[src/rtl/gpo_status_tx.sv]
// gpo_status_tx
// Transmit side of the FPGA<->FX3 GPIO status link. A one-bit status update
// from the register file is driven onto GPO_status and announced to the FX3
// by holding Fpga_ready high for HOLD_CYCLES clocks, followed by a low gap of
// at least GAP_CYCLES clocks. One further update may be buffered while a
// notification is in flight; the newest buffered value wins.
//
// Handshake: valid is a one-cycle request with value_to_usb sampled on the
// same edge. There is no backpressure; busy is advisory only. A request that
// cannot be served (cable disconnected, or a buffered value overwritten) is
// reported by a one-cycle dropped pulse.
//
// Ports
//   clk, reset      system clock (40 MHz), asynchronous active-high reset
//   usb_connected   cable-connection flag from the connection detector
//   value_to_usb    status bit to transmit
//   valid           one-cycle request strobe
//   busy            combinational: notification in progress or entry pending
//   GPO_status      registered status pin to FX3
//   Fpga_ready      registered notification pin to FX3
//   done            one-cycle pulse when a notification completes
//   dropped         one-cycle pulse when a request is discarded
//   dbg_state       current FSM state (0 IDLE, 1 LOAD, 2 HOLD, 3 GAP)
module gpo_status_tx #(
  parameter int HOLD_CYCLES = 4000,
  parameter int GAP_CYCLES  = 400,
  parameter int CNT_W       = 12
) (
  input  logic       clk,
  input  logic       reset,
  input  logic       usb_connected,
  input  logic       value_to_usb,
  input  logic       valid,
  output logic       busy,
  output logic       GPO_status,
  output logic       Fpga_ready,
  output logic       done,
  output logic       dropped,
  output logic [1:0] dbg_state
);

  typedef enum logic [1:0] {
    S_IDLE = 2'd0,
    S_LOAD = 2'd1,
    S_HOLD = 2'd2,
    S_GAP  = 2'd3
  } state_t;

  localparam logic [CNT_W-1:0] HOLD_LAST = CNT_W'(HOLD_CYCLES - 1);
  localparam logic [CNT_W-1:0] GAP_LAST  = CNT_W'(GAP_CYCLES - 1);

  state_t           state_q, state_d;
  logic [CNT_W-1:0] cnt_q, cnt_d;
  logic             gpo_q, gpo_d;
  logic             rdy_q, rdy_d;
  logic             done_q, done_d;
  logic             drop_q, drop_d;
  logic             pend_vld_q, pend_vld_d;
  logic             pend_val_q, pend_val_d;
  logic             store_req;

  always_comb begin
    state_d    = state_q;
    cnt_d      = cnt_q;
    gpo_d      = gpo_q;
    rdy_d      = rdy_q;
    done_d     = 1'b0;
    drop_d     = 1'b0;
    pend_vld_d = pend_vld_q;
    pend_val_d = pend_val_q;
    store_req  = 1'b0;

    if (state_q == S_IDLE) begin
      if (valid) begin
        if (usb_connected) begin
          gpo_d   = value_to_usb;
          state_d = S_LOAD;
        end else begin
          drop_d = 1'b1;
        end
      end
    end else if (!usb_connected) begin
      // Disconnect wins over everything else. One dropped pulse covers an
      // aborted notification, a discarded pending entry and a same-cycle
      // request alike.
      state_d    = S_IDLE;
      rdy_d      = 1'b0;
      cnt_d      = '0;
      pend_vld_d = 1'b0;
      drop_d     = (state_q != S_GAP) | pend_vld_q | valid;
    end else begin
      unique case (state_q)
        S_LOAD: begin
          rdy_d     = 1'b1;
          cnt_d     = '0;
          state_d   = S_HOLD;
          store_req = valid;
        end
        S_HOLD: begin
          store_req = valid;
          if (cnt_q == HOLD_LAST) begin
            rdy_d   = 1'b0;
            done_d  = 1'b1;
            cnt_d   = '0;
            state_d = S_GAP;
          end else begin
            cnt_d = cnt_q + CNT_W'(1);
          end
        end
        S_GAP: begin
          if (cnt_q == GAP_LAST) begin
            // A fresh request in the last gap cycle goes straight out and
            // supersedes anything that was buffered.
            cnt_d = '0;
            if (valid) begin
              gpo_d      = value_to_usb;
              pend_vld_d = 1'b0;
              drop_d     = pend_vld_q;
              state_d    = S_LOAD;
            end else if (pend_vld_q) begin
              gpo_d      = pend_val_q;
              pend_vld_d = 1'b0;
              state_d    = S_LOAD;
            end else begin
              state_d = S_IDLE;
            end
          end else begin
            cnt_d     = cnt_q + CNT_W'(1);
            store_req = valid;
          end
        end
        default: begin
          state_d = S_IDLE;
        end
      endcase

      if (store_req) begin
        pend_vld_d = 1'b1;
        pend_val_d = value_to_usb;
        drop_d     = pend_vld_q;
      end
    end
  end

  always_ff @(posedge clk or posedge reset) begin
    if (reset) begin
      state_q    <= S_IDLE;
      cnt_q      <= '0;
      gpo_q      <= 1'b0;
      rdy_q      <= 1'b0;
      done_q     <= 1'b0;
      drop_q     <= 1'b0;
      pend_vld_q <= 1'b0;
      pend_val_q <= 1'b0;
    end else begin
      state_q    <= state_d;
      cnt_q      <= cnt_d;
      gpo_q      <= gpo_d;
      rdy_q      <= rdy_d;
      done_q     <= done_d;
      drop_q     <= drop_d;
      pend_vld_q <= pend_vld_d;
      pend_val_q <= pend_val_d;
    end
  end

  assign busy       = (state_q != S_IDLE) | pend_vld_q;
  assign GPO_status = gpo_q;
  assign Fpga_ready = rdy_q;
  assign done       = done_q;
  assign dropped    = drop_q;
  assign dbg_state  = state_q;

endmodule

[config.mk]
export PLATFORM = sky130hd
export DESIGN_NAME = gpo_status_tx
export DESIGN_NICKNAME = d
export VERILOG_FILES = /design/src/rtl/gpo_status_tx.sv
export SDC_FILE = /design/constraint.sdc
export NUM_CORES = 1
export LEC_CHECK = 0
export CAP_MARGIN = 20
export CORE_ASPECT_RATIO = 2
export CORE_UTILIZATION = 45
export DETAILED_ROUTE_END_ITERATION = 8
export PLACE_DENSITY_LB_ADDON = 0.1
export SLEW_MARGIN = 20
export SYNTH_ARGS = -nofsm -noshare
export SYNTH_HDL_FRONTEND = slang
export SYNTH_SLANG_ARGS = --single-unit
[constraint.sdc]
create_clock -name clk -period 1.9 [get_ports clk]
set_input_delay 0.19 -clock clk [delete_from_list [all_inputs] [get_ports clk]]
set_output_delay 0.19 -clock clk [all_outputs]
set_load 0.005 [all_outputs]
==> flow_summary.ini <==
[clocking]
clock_sinks = 20
cts_tree = done
cts-root-buf = clkbuf_8
numCtsBuffers = 3
cts_max_level = 1
clock_latency_ns = 0.26
clk_pin_slew_ns = 0.08
hold_buffers = 0
cts.path.max_buffers = 2

[yosys]
synth_top_flop_cell = dfrtp_1
ys_ff_latch = 20
synth_nets = 149
yosysSeqAreaShare_pct = 39.3
yosysUniqueCellTypes = 40
yosysWarningCount = 0
synthArstFlopShare_pct = 100
syn_area_um2 = 1270
syn_avg_cell_area_um2 = 9.16
synth_edf_count = 0
synth_cells = 139

[power_and_ir_drop]
pwr_density_cell_nw_per_um2 = 972
intPower_w = 0.00107
pwr-share-clk_pct = 20.3
p_leak_nw = 0.801
combPwrFrac_pct = 46.4
finalPower_w = 0.00164
power_frac_seq_pct = 33.3
swShare_pct = 34.3
p_switching_w = 0.000562
peakVddDrop_mv = 0.501

[route]
drc = 0
wl_mm = 3.48
wl_per_cell_um = 17.4
num_vias = 1234
ant_nets = 0
via_per_inst = 6.17
first_pass_iters = 4
drt_iter0_markers = 28

[timing]
post-route-min-period_ns = 1.86
slew_headroom_pct = 75.8
holdWs_ns = 0.256
fin_crit_sh_pct = 98.0
setup_viol = 0
slew_viol_final = 0
tightestPinTransition_ns = 0.358
fin_skew_ns = 0.00303
hold_viol = 0
fin_tns_setup_ns = 0
fmax_mhz = 537

[critical_path]
critical-path-max-stage-delay_ns = 0.44
path_class = reg -> reg
endpoint_kind = flop
slowest_stage = dfrtp_1
crit_arrival_ns = 2.02
cp.required_ns = 2.06
cp_common_cell = buf_4
cp_top_family = compound AO/OA/AOI/OAI gates
cp_num_buf_inv = 2
path_max_fanout = 6
cp-start-kind = flop
crit_path_cell_trace = nor4bb_1, buf_4, a31oi_2, buf_4, a211oi_2, a221oi_1, a311oi_1
regToRegSetupSlack_ns = 0.04

[finish]
antennaDiodeCount = 0
layout.nets = 182
postLayoutCoreUtil_pct = 62.3
area_growth_syn_to_layout_pct = 32.1
final_cells = 200
fillers = 240
final_common_cell = buf_4
regArea_um2 = 502
final_cell_mix = buf_4, dfrtp_1, nand2_1, o21ai_0, clkdlybuf4s50_1
layout-drive-gt1-share_pct = 24.0
multi_input_area_um2 = 763

[floorplanning]
die_area_um2 = 3060
start_util_pct = 47.1
ios = 12
core-area_um2 = 2700
dieHeight_um = 77.2
rows = 27
die_w_um = 39.6

[global_route]
groute.layer.met2.usage_pct = 43.9
grtUsageTotal_pct = 24.8
grt_pass1_wl_mm = 5.39
grt_pass1_vias = 1207
grt_busiest_layer = met2
gr-total-overflow = 0
antenna_found_initial = 0
use_met3_pct = 2.60
use_met1_pct = 26.2
grt_max_degree = 21

[placement]
placedCellCount = 192
port_buffers = 11
gp_congestion = 0.819
dp_hpwl_mm = 2.50

[run]
cap_violations = 0

[min_path]
hp-class = in -> async

[run_status]
status = complete, no violations
## sequential cells by signal, indices dropped and copies added (netlist names)
| signal | flops |
|---|---|
| Fpga_ready | 1 |
| GPO_status | 1 |
| cnt_q | 12 |
| dbg_state | 2 |
| done | 1 |
| dropped | 1 |
| pend_val_q | 1 |
| pend_vld_q | 1 |
## layout make-up
type / instances / share of cell area (%)
tap: 29 / 2.16
multi-input combinational: 104 / 45.4
sequential: 20 / 29.8
inverter: 8 / 1.78
timing repair buffer: 35 / 17.6
clock buffer: 4 / 3.27
## synth_stat cells (2+ instances only)
library cell,count,area (um^2)
a31oi_1,3,18.8
inv_1,8,30.0
o21ai_0,11,55.1
a21oi_1,4,20.0
nor2_1,8,30.0
dfrtp_1,20,500
ha_1,5,62.6
nor2b_1,4,25.0
a22o_1,7,61.3
and4_1,2,17.5
and3_1,7,43.8
nand4_1,3,18.8
a41oi_1,2,17.5
mux2i_1,3,30.0
mux2_2,2,22.5
buf_2,4,20.0
nand3_1,6,30.0
buf_4,2,15.0
nand2_1,11,41.3
a21o_1,4,30.0
nor4b_1,3,26.3
nand2b_1,2,12.5
## power groups by stage
stage               clock network (W)  logic, W  registers, W
finish                       0.000332  0.000759      0.000544
global route                 0.000348  0.000827      0.000553
CTS                          0.000333  0.000687      0.000544
detailed placement                  0  0.000681      0.000552
global placement                    0  0.000664      0.000547
floorplan                           0  0.000381      0.000549
## worst paths after layout
kind	start	endpoint	depth (start not counted)
worst min-delay path	reset	pend_vld_q$_DFFE_PP0P_	3
worst max-delay path	cnt_q[8]$_DFFE_PP0P_	dbg_state[0]$_DFFE_PP0P_	7
worst min register to register	pend_val_q$_DFFE_PP0P_	pend_val_q$_DFFE_PP0P_	1
worst max register to register	cnt_q[8]$_DFFE_PP0P_	dbg_state[0]$_DFFE_PP0P_	7
max in group asynchronous	reset	dbg_state[1]$_DFFE_PP0P_	3
min in group clk	pend_val_q$_DFFE_PP0P_	pend_val_q$_DFFE_PP0P_	1
## routing by layer
metal	part of all wire [%]	vias up
met5	0	-
met4	4.0	0
met3	2.1	11
met2	58	28
met1	36	613
li1	-	582
## metrics by stage
stage               setup slack [ns]  cell area (um^2)
detailed placement            0.0935              1540
floorplan                     0.0334              1280
global placement               0.108              1540
finish                        0.0374              1680
CTS                          0.00752              1590
global route                 -0.0296              1680
## timing repair
action,CTS,global route
resized for setup,1,11
pin swaps,0,2
setup buffers,0,4
gates cloned,0,0
setup endpoints to repair,1,10
## worst reg2reg max path, stage by stage, from the launching register on
cell,delay (ns)
dfrtp_1,0.44
nor4bb_1,0.24
buf_4,0.20
a31oi_2,0.10
buf_4,0.16
a211oi_2,0.25
a221oi_1,0.12
a311oi_1,0.25
## logic make-up after synthesis
group           count (synthesis)  synth area share, %
simple gates                   54                 24.1
flops                          20                 39.3
buf+inv                        15                 5.40
compound gates                 40                 22.2
mux                             5                 4.13
fa+ha+maj                       5                 4.91
No activity file was read; power rests on OpenSTA's default activity.
